==> src/rtl/seq_det_sched.sv <==
// Round-robin scheduler sharing one overlapping "1001" detector next-state function across CH serial channels.
// Define SEQ_DET_SCHED_CNT_EN to add saturating per-channel detection counters and the cnt_sel/cnt_rd read port.
module seq_det_sched #(
   parameter int CH    = 4,
   parameter int CNT_W = 8
) (
   input  logic          clk,
   input  logic          rst,
   input  logic          en,
   input  logic [CH-1:0] in_valid,
   input  logic [CH-1:0] in_data,
   output logic [CH-1:0] in_ready,
   input  logic [CH-1:0] clr,
   output logic          det_valid,
   output logic [2:0]    det_ch
`ifdef SEQ_DET_SCHED_CNT_EN
   ,
   input  logic [2:0]       cnt_sel,
   output logic [CNT_W-1:0] cnt_rd
`endif
);

   localparam int IW = (CH > 1) ? $clog2(CH) : 1;
   localparam int CW = IW + 1;

   typedef enum logic [2:0] {
      S0    = 3'd0,
      S1    = 3'd1,
      S10   = 3'd2,
      S100  = 3'd3,
      S1001 = 3'd4
   } ctx_e;

   if (CH < 2 || CH > 8 || CNT_W < 1) begin : g_bad_param
      $error("seq_det_sched: CH must be 2..8 and CNT_W >= 1");
   end

   ctx_e          ctx_q [CH];
   ctx_e          ctx_d [CH];
   logic [IW-1:0] ptr_q, ptr_d;
   logic          det_valid_q, det_valid_d;
   logic [2:0]    det_ch_q, det_ch_d;

   logic          found;
   logic          xfer;
   logic [IW-1:0] gnt_idx;
   logic [CW-1:0] cand;
   ctx_e          ctx_nxt;

   // Illegal encodings fall back to S0 and can never report a detection.
   function automatic ctx_e ctx_next(input ctx_e s, input logic b);
      case (s)
         S0:      return b ? S1    : S0;
         S1:      return b ? S1    : S10;
         S10:     return b ? S1    : S100;
         S100:    return b ? S1001 : S0;
         S1001:   return b ? S1    : S10;
         default: return S0;
      endcase
   endfunction

   always_comb begin
      found    = 1'b0;
      gnt_idx  = '0;
      cand     = '0;
      in_ready = '0;
      for (int k = 0; k < CH; k++) begin
         cand = {1'b0, ptr_q} + CW'(k);
         if (cand >= CW'(CH)) cand = cand - CW'(CH);
         if (!found && in_valid[cand[IW-1:0]] && !clr[cand[IW-1:0]]) begin
            found   = 1'b1;
            gnt_idx = cand[IW-1:0];
         end
      end
      xfer = found & en & ~rst;
      if (xfer) in_ready[gnt_idx] = 1'b1;
   end

   always_comb begin
      ctx_nxt     = ctx_next(ctx_q[gnt_idx], in_data[gnt_idx]);
      det_valid_d = xfer && (ctx_nxt == S1001);
      det_ch_d    = det_valid_d ? 3'(gnt_idx) : det_ch_q;
      ptr_d       = ptr_q;
      if (xfer) ptr_d = (gnt_idx == IW'(CH - 1)) ? '0 : gnt_idx + IW'(1);
      for (int i = 0; i < CH; i++) begin
         ctx_d[i] = ctx_q[i];
         if (xfer && gnt_idx == IW'(i)) ctx_d[i] = ctx_nxt;
         if (clr[i]) ctx_d[i] = S0;
      end
   end

   always_ff @(posedge clk) begin
      if (rst) begin
         for (int i = 0; i < CH; i++) ctx_q[i] <= S0;
         ptr_q       <= '0;
         det_valid_q <= 1'b0;
         det_ch_q    <= '0;
      end else begin
         for (int i = 0; i < CH; i++) ctx_q[i] <= ctx_d[i];
         ptr_q       <= ptr_d;
         det_valid_q <= det_valid_d;
         det_ch_q    <= det_ch_d;
      end
   end

   assign det_valid = det_valid_q;
   assign det_ch    = det_ch_q;

`ifdef SEQ_DET_SCHED_CNT_EN
   logic [CNT_W-1:0] cnt_q [CH];
   logic [CNT_W-1:0] cnt_d [CH];
   logic [CNT_W-1:0] cnt_rd_q, cnt_rd_d;

   // Clear takes priority over a same-cycle increment.
   always_comb begin
      for (int i = 0; i < CH; i++) begin
         cnt_d[i] = cnt_q[i];
         if (det_valid_d && gnt_idx == IW'(i) && cnt_q[i] != '1) cnt_d[i] = cnt_q[i] + CNT_W'(1);
         if (clr[i]) cnt_d[i] = '0;
      end
      cnt_rd_d = '0;
      if (int'(cnt_sel) < CH) cnt_rd_d = cnt_q[cnt_sel[IW-1:0]];
   end

   always_ff @(posedge clk) begin
      if (rst) begin
         for (int i = 0; i < CH; i++) cnt_q[i] <= '0;
         cnt_rd_q <= '0;
      end else begin
         for (int i = 0; i < CH; i++) cnt_q[i] <= cnt_d[i];
         cnt_rd_q <= cnt_rd_d;
      end
   end

   assign cnt_rd = cnt_rd_q;
`endif

endmodule

==> config.mk <==
export PLATFORM = sky130hd
export DESIGN_NAME = seq_det_sched
export DESIGN_NICKNAME = d
export VERILOG_FILES = /design/src/rtl/seq_det_sched.sv
export SDC_FILE = /design/constraint.sdc
export NUM_CORES = 1
export LEC_CHECK = 0
export ABC_AREA = 1
export CORE_ASPECT_RATIO = 0.9
export CORE_MARGIN = 8
export CORE_UTILIZATION = 47
export DETAILED_ROUTE_END_ITERATION = 7
export GPL_TIMING_DRIVEN = 1
export PLACE_DENSITY = 0.83
export SLEW_MARGIN = 20
export SYNTH_ARGS = -nofsm -noshare
export SYNTH_HDL_FRONTEND = slang
export SYNTH_SLANG_ARGS = --single-unit
==> constraint.sdc <==
create_clock -name clk -period 3.2 [get_ports clk]
set_clock_uncertainty 0.2 [all_clocks]
set_input_delay 0.96 -clock clk [delete_from_list [all_inputs] [get_ports clk]]
set_output_delay 0.96 -clock clk [all_outputs]
set_load 0.02 [all_outputs]
==> metrics.cfg, run 1 <==
[critical_path]
setup.reg_to_reg.worst_slack_ns = 0.29
worstPathMaxFanout = 5
critPathArrivalTime_ns = 2.43
critical_path.reg2reg.endpoint = det_ch[1]$_SDFFE_PP0P_
critical_path_class = in -> out
critPathCaptureType = output port
worstSetupStartpointType = primary input
r2r_cells = 19
required_ns = 2.04
r2r_startpoint = ptr_q[0]$_SDFFE_PP0P_

[power_and_ir_drop]
seqPwrFrac_pct = 12.2
swShare_pct = 53.5
share_clk_of_total_power_pct = 4.9
max-vdd-ir-drop_v = 0.000676
net-switching-power_uw = 1340
cellInternalPower_uw = 1170
combPwrFrac_pct = 83.0
totalPowerFinal_uw = 2510
pwr_density_cell_mw_per_mm2 = 1140
power_leakage_uw = 0.00101

[clock_tree]
buffer_type_at_the_clock_tree_root = clkbuf_4
postCtsHoldBufs = 0
cts_buffer_depth = 2
cts_buffers = 3
htree_levels = 1
clock_tree_from_tritoncts = built
clock_sink_count = 17
cts.reportedPaths.clkPinSlew_ns = 0.10
worstSkewPairLatency_ns = 0.30

[global_routing]
wire_length_of_the_first_global_routing_pass_um = 7580
grt_max_degree = 10
grt_ovf = 0
antenna_found_initial = 0
vias_in_the_first_global_route = 1595
track_usage_pct = 20.4

[synth]
syn-mean-instance-area_um2 = 7.46
syn_nets = 200
synth_flop_cell = edfxtp_1
synth_area_mm2 = 0.00135
yosysUniqueCellTypes = 27
number_of_synthesized_flops_with_an_enable_pin = 12
yosysSeqAreaShare_pct = 34.1
yosys_warning_count = 0
synth-seq-cells = 17
synth.top_cells.by_area = edfxtp_1 (27%), nand2_1 (12%), nand3_1 (8.2%)
synth_top_area_share_pct = 26.7
synthesis.instances = 181
synth_top_cell_by_area = edfxtp_1
async_reset_ff_share_pct = 0

[status]
outcome = complete, but fails checks
failed_checks = negative setup slack

[final_layout]
most_frequent_cells_in_the_layout = buf_4 (34), nand2_2 (24), nand2_1 (22)
leading_cell_type_in_the_layout_fill_and_taps_excluded = buf_4
finished_layout_cells = 280
fin_nets = 260
n_fill_cell = 172
insertedDiodeCount = 0
finalCoreUtilization_pct = 80.3
drive_gt1_share_pct = 57.1
flow.area_growth_from_synthesis_pct = 63.5

[worst_hold_path]
min_from = det_ch[0]$_SDFFE_PP0P_
min_delay_worst_endpoint = det_ch[0]$_SDFFE_PP0P_
hold_path_class = reg -> reg
holdPathStages = 4

[placement]
portBuffers = 21
final_hpwl_from_detailed_placement_um = 2980
number_of_instances_in_the_placed_design = 265
dpl_worst_slack_ns = -1.36
gp_routability_congestion = 0.880

[sta]
slew_violations = 0
final.min_clock_period_ns = 3.59
finalHoldViolations = 0
rsz0062_at_grt = yes
timing.final.setup_violations = 4
fin_setup_tns_ns = -1.38
setup_slack_ns = -0.392
clock.fmax_ghz = 0.278
fin_crit_sh_pct = 112

[drt]
drtIter0Drc = 129
total_detailed_routing_wirelength_um = 4830
route.detailed.vias_per_inst = 5.46
wl_per_cell_um = 17.3
dr.pass1.iters = 4
post-route-drc-count = 0
drtAntennaViolNets = 0
overall_via_count_from_detail_route = 1529

[floorplanning]
initial_utilization_pct = 49.1
die_w_um = 72.5
placement_rows = 18
placeable_core_area_mm2 = 0.00275
pin_count = 23
fp.dieArea_mm2 = 0.00485
dieHeight_um = 66.8

[flow_run]
cap_viol_max_count = 0

[Yosys cell counts, types with 2 or more instances]
master and count:
nand2_1 43, inv_1 22, ha_1 4, nand2_4 4, edfxtp_1 12, nand2_2 13, nor2_1 20, o21ai_0 2
dfxtp_1 5, nand3_1 22, a21oi_1 4, inv_2 6, nand3_2 10
[worst max-delay path, stage by stage]
cell     delay (ns)
buf_12         0.10
inv_16         0.04
nand2_4        0.05
nand2_2        0.07
nand3_2        0.10
nand2_4        0.09
nor2_4         0.17
nand2_1        0.16
o21ai_4        0.21
nor2_4         0.08
buf_4          0.15
nand2_4        0.08
inv_2          0.05
buf_6          0.12
[metrics by stage]
step	instance area, um^2	hold WS, ns
finish	2210	0.350
CTS	2180	0.342
global placement	1910	0.300
floorplan	1480	0.375
detailed placement	1910	0.322
global route	2210	0.400
[registers in the layout, indices dropped and copies added, names as in the netlist]
| register | flops |
|---|---|
| ctx_q | 12 |
| det_ch | 2 |
| ptr_q | 2 |
| det_valid | 1 |
[timing repair]
action                                  CTS  global route
cloned                                    0             0
endpoints found under the setup margin   22             4
gates resized for setup                 111             3
pin swaps                                35             7
setup buffers                            10             2
[cell type report]
type | count | area [um^2] | area share [%]
multi-input combinational | 132 | 978 | 44.3
timing repair buffer | 58 | 531 | 24.0
sequential | 17 | 462 | 20.9
inverter | 29 | 160 | 7.26
tap | 40 | 50.0 | 2.27
clock buffer | 4 | 26.3 | 1.19
[power by group through the flow]
stage	clock network, uW	logic, uW	registers [uW]
5_1_grt	132	2210	309
6_report	122	2080	306
4_1_cts	122	1920	304
2_1_floorplan	0	1140	300
3_5_place_dp	0	1610	306
3_3_place_gp	0	1530	305
[logic make-up after synthesis]
| logic type | Yosys count | synth area share [%] |
|---|---|---|
| simple gates | 117 | 46.2 |
| buf+inv | 32 | 10.8 |
| flops | 17 | 34.1 |
| compound gates | 10 | 4.91 |
| fa+ha+maj | 4 | 3.71 |
| other cells | 1 | 0.278 |
[worst max path at each step]
| stage | start | end | slack (ns) | cells after the start |
|---|---|---|---|---|
| 2_1_floorplan | clr[3] | in_ready[3] | -0.11 | 14 |
| 3_3_place_gp | clr[3] | in_ready[0] | -1.25 | 16 |
| 3_5_place_dp | clr[3] | in_ready[0] | -1.36 | 16 |
| 4_1_cts | clr[0] | in_ready[3] | -0.26 | 16 |
| 5_1_grt | clr[1] | in_ready[0] | -0.41 | 14 |
| 6_report | clr[3] | in_ready[0] | -0.39 | 14 |
[routing by layer]
| layer | vias up | part of all wire, % | global-route usage [%] |
|---|---|---|---|
| li1 | 698 | - | - |
| met5 | - | 0 | 0 |
| met1 | 729 | 40 | 21.1 |
| met2 | 74 | 50 | 37.5 |
| met3 | 28 | 6.5 | 5.70 |
| met4 | 0 | 4.3 | 9.73 |
Power figures use the tool's default switching activity.
==> run 2, diff against run 1 <==
--- a/config.mk
+++ b/config.mk
@@ -12,6 +12,7 @@
 export DETAILED_ROUTE_END_ITERATION = 7
 export GPL_TIMING_DRIVEN = 1
 export PLACE_DENSITY = 0.83
+export REMOVE_ABC_BUFFERS = 1
 export SLEW_MARGIN = 20
 export SYNTH_ARGS = -nofsm -noshare
 export SYNTH_HDL_FRONTEND = slang
==> run 2 against run 1 <==
The run still ends with negative setup slack left. Cell count grew 9.6%. Highest routed layer unchanged. Critical path depth down 1. Largest power group unchanged. Critical endpoint unchanged. Largest cell class unchanged. Design area is 14% higher.
==> metrics.cfg, run 2 (same netlist as run 1, synthesis figures left out) <==
[status]
outcome = complete, but fails checks
failed_checks = negative setup slack

[critical_path]
r2r_startpoint = ptr_q[0]$_SDFFE_PP0P_
critPathArrivalTime_ns = 2.44  ; about the same
critPathCaptureType = output port
required_ns = 2.04  ; about the same
critical_path.reg2reg.endpoint = ctx_q[1][1]$_SDFFCE_PP0P_
worstSetupStartpointType = primary input
crit_buf_inv = 5  ; unchanged
setup.reg_to_reg.worst_slack_ns = -0.20  ; -0.49 ns
r2r_cells = 24  ; +5
timing.critical_path.cells = buf_6, inv_2, nand2_4, nand2_4, a21oi_2, nor2_2, nand4_1, nand2_4, inv_6, ha_4, nand2_2, inv_2, buf_6
timing.critical_path.slowest_stage_cell = nand2_4
worstPathMaxFanout = 5  ; unchanged
cpMostUsedCell = nand2_4
critical_path_class = in -> out
delay_of_the_slowest_cell_on_the_worst_path_ns = 0.21  ; about the same
critPathTopFamily = simple AND/OR/NAND/NOR gates

[placement]
dpl_worst_slack_ns = -1.36  ; +0.00461 ns
final_hpwl_from_detailed_placement_um = 2670  ; -10%
gp_routability_congestion = 0.859  ; -2.4%
number_of_instances_in_the_placed_design = 265  ; unchanged
placement.cell_area_mm2 = 0.00177  ; -7.4%
portBuffers = 21  ; unchanged

[clock_tree]
cts.reportedPaths.clkPinSlew_ns = 0.12  ; +0.02 ns
clock_sink_count = 17  ; unchanged
cts_buffers = 3  ; unchanged
cts_buffer_depth = 2  ; unchanged
clock_tree_from_tritoncts = built
buffer_type_at_the_clock_tree_root = clkbuf_4
htree_levels = 1  ; unchanged
worstSkewPairLatency_ns = 0.31  ; about the same

[drt]
drtIter0Drc = 253  ; +96%
overall_via_count_from_detail_route = 1814  ; +19%
dr.pass1.iters = 5  ; +1
dr_wl_met2_um = 3090  ; +29%
routed-wl-met3_um = 802  ; +160%
post-route-drc-count = 0  ; unchanged
route.detailed.vias_per_inst = 5.91  ; +8.2%
routedLengthMet1_um = 2450  ; +27%
drtAntennaViolNets = 0  ; unchanged
highest-signal-layer = met4
total_detailed_routing_wirelength_um = 6970  ; +44%
wl_per_cell_um = 22.7  ; +32%

[sta]
clock.fmax_ghz = 0.277  ; -0.33%
fin_crit_sh_pct = 113  ; +0.37 points
whs_ns = 0.366  ; +0.0156 ns
setup_slack_ns = -0.404  ; -0.0120 ns
rsz0062_at_grt = yes
finalHoldViolations = 0  ; unchanged
slew_violations = 0  ; unchanged
final.min_clock_period_ns = 3.60  ; +0.0120 ns
timing.final.setup_violations = 19  ; +15

[final_layout]
flow.area_growth_from_synthesis_pct = 86.4
insertedDiodeCount = 0  ; unchanged
multiInputGateArea_mm2 = 0.00110  ; +13%
ff_latch_area_um2 = 460  ; -0.27%
regMostFlops = ctx_q
final_instance_area_mm2 = 0.00252  ; +14%
largest_register_ff_count = 12  ; unchanged
most_frequent_cells_in_the_layout = buf_4 (57), nand2_1 (20), nand2_2 (20)
finished_layout_cells = 307  ; +9.6%
fin_nets = 287  ; +10%
n_fill_cell = 103  ; -40%
drive_gt1_share_pct = 65.2  ; +8.1 points
leading_cell_type_in_the_layout_fill_and_taps_excluded = buf_4

[floorplanning]
dieHeight_um = 66.8  ; unchanged
initial_utilization_pct = 49.1  ; unchanged
placement_rows = 18  ; unchanged
pin_count = 23  ; unchanged
die_w_um = 72.5  ; unchanged
fp.dieArea_mm2 = 0.00485  ; unchanged
placeable_core_area_mm2 = 0.00275  ; unchanged

[global_routing]
vias_in_the_first_global_route = 1725  ; +8.2%
wire_length_of_the_first_global_routing_pass_um = 8910  ; +17%
grt_ovf = 0  ; unchanged
antenna_found_initial = 0  ; unchanged
track_usage_pct = 24.3  ; +3.9 points
grt_max_degree = 11  ; +1

[worst_hold_path]
hold_path_class = reg -> reg
min_delay_worst_endpoint = det_ch[1]$_SDFFE_PP0P_
holdPathStages = 4  ; unchanged
min_from = det_ch[1]$_SDFFE_PP0P_

[power_and_ir_drop]
totalPowerFinal_uw = 3080  ; +23%
pwr_density_cell_mw_per_mm2 = 1220  ; +7.7%
power_leakage_uw = 0.00117  ; +16%
max-vdd-ir-drop_v = 0.000803  ; +19%

[flow_run]
cap_viol_max_count = 0  ; unchanged

-- run 2: changes by cell type in the layout (fill, tap and decap cells not counted), sizes merged --
| cell | delta |
|---|---|
| buf | +27 |
| clkbuf | -1 |
| clkinv | +1 |
-- run 2: cell type report --
| cell class | instances | share of cell area (%) |
|---|---|---|
| multi-input combinational | 132 | 43.9 |
| clock inverter | 1 | 0.199 |
| clock buffer | 3 | 0.895 |
| inverter | 29 | 5.32 |
| tap | 40 | 1.99 |
| timing repair buffer | 85 | 29.4 |
| sequential | 17 | 18.3 |
-- run 2: worst reg2reg max path, stage by stage (launching register included) --
cell	delay, ns
dfxtp_1	0.33
buf_4	0.15
inv_4	0.13
nand2_1	0.09
nand2_2	0.12
nand3_4	0.10
nand2_4	0.11
inv_2	0.06
nand3_4	0.09
nand2_2	0.06
nand2_2	0.08
nand2_4	0.12
inv_6	0.11
ha_4	0.14
nand2_4	0.05
buf_4	0.13
buf_4	0.12
buf_4	0.12
buf_4	0.12
buf_4	0.12
buf_4	0.13
buf_4	0.12
buf_4	0.13
buf_6	0.11
nand3_4	0.07
-- run 2: timing repair --
action                                  4_1_cts  5_1_grt
pin swaps                                    43       31
endpoints found under the hold margin         0        0
hold buffers                                  0        0
endpoints found under the setup margin       15       25
gates resized for setup                     130       43
setup buffers                                45        6
-- run 2: power by group --
| group | internal [uW] | switching, uW |
|---|---|---|
| Sequential | 276 | 19.4 |
| Clock | 46.8 | 80.7 |
| Combinational | 1080 | 1580 |
| Total | 1400 | 1680 |
-- run 2: how the worst max path moves through the flow --
| stage | from | to | slack (ns) | cells past startpoint |
|---|---|---|---|---|
| global placement | clr[2] | in_ready[3] | -1.28 | 11 |
| finish | clr[3] | in_ready[0] | -0.40 | 13 |
| CTS | clr[1] | in_ready[0] | -0.26 | 14 |
| global route | clr[1] | in_ready[0] | -0.44 | 14 |
| detailed placement | in_valid[0] | in_ready[3] | -1.36 | 12 |
| floorplan | clr[1] | in_ready[3] | -0.31 | 13 |
-- run 2: per-stage QoR --
| stage | TNS (ns) | utilization [%] |
|---|---|---|
| after detailed placement | -12.40 | 64.5 |
| after global placement | -10.25 | 64.5 |
| after floorplan | -0.776 | - |
| final | -3.39 | 91.6 |
| after CTS | -2.13 | 85.8 |
| after global routing | -4.06 | 91.6 |
-- run 2: per-layer routing --
metal,vias up,global-route usage (%)
li1,750,-
met1,831,27.5
met2,167,44.0
met3,66,5.85
met4,0,7.23
met5,-,0
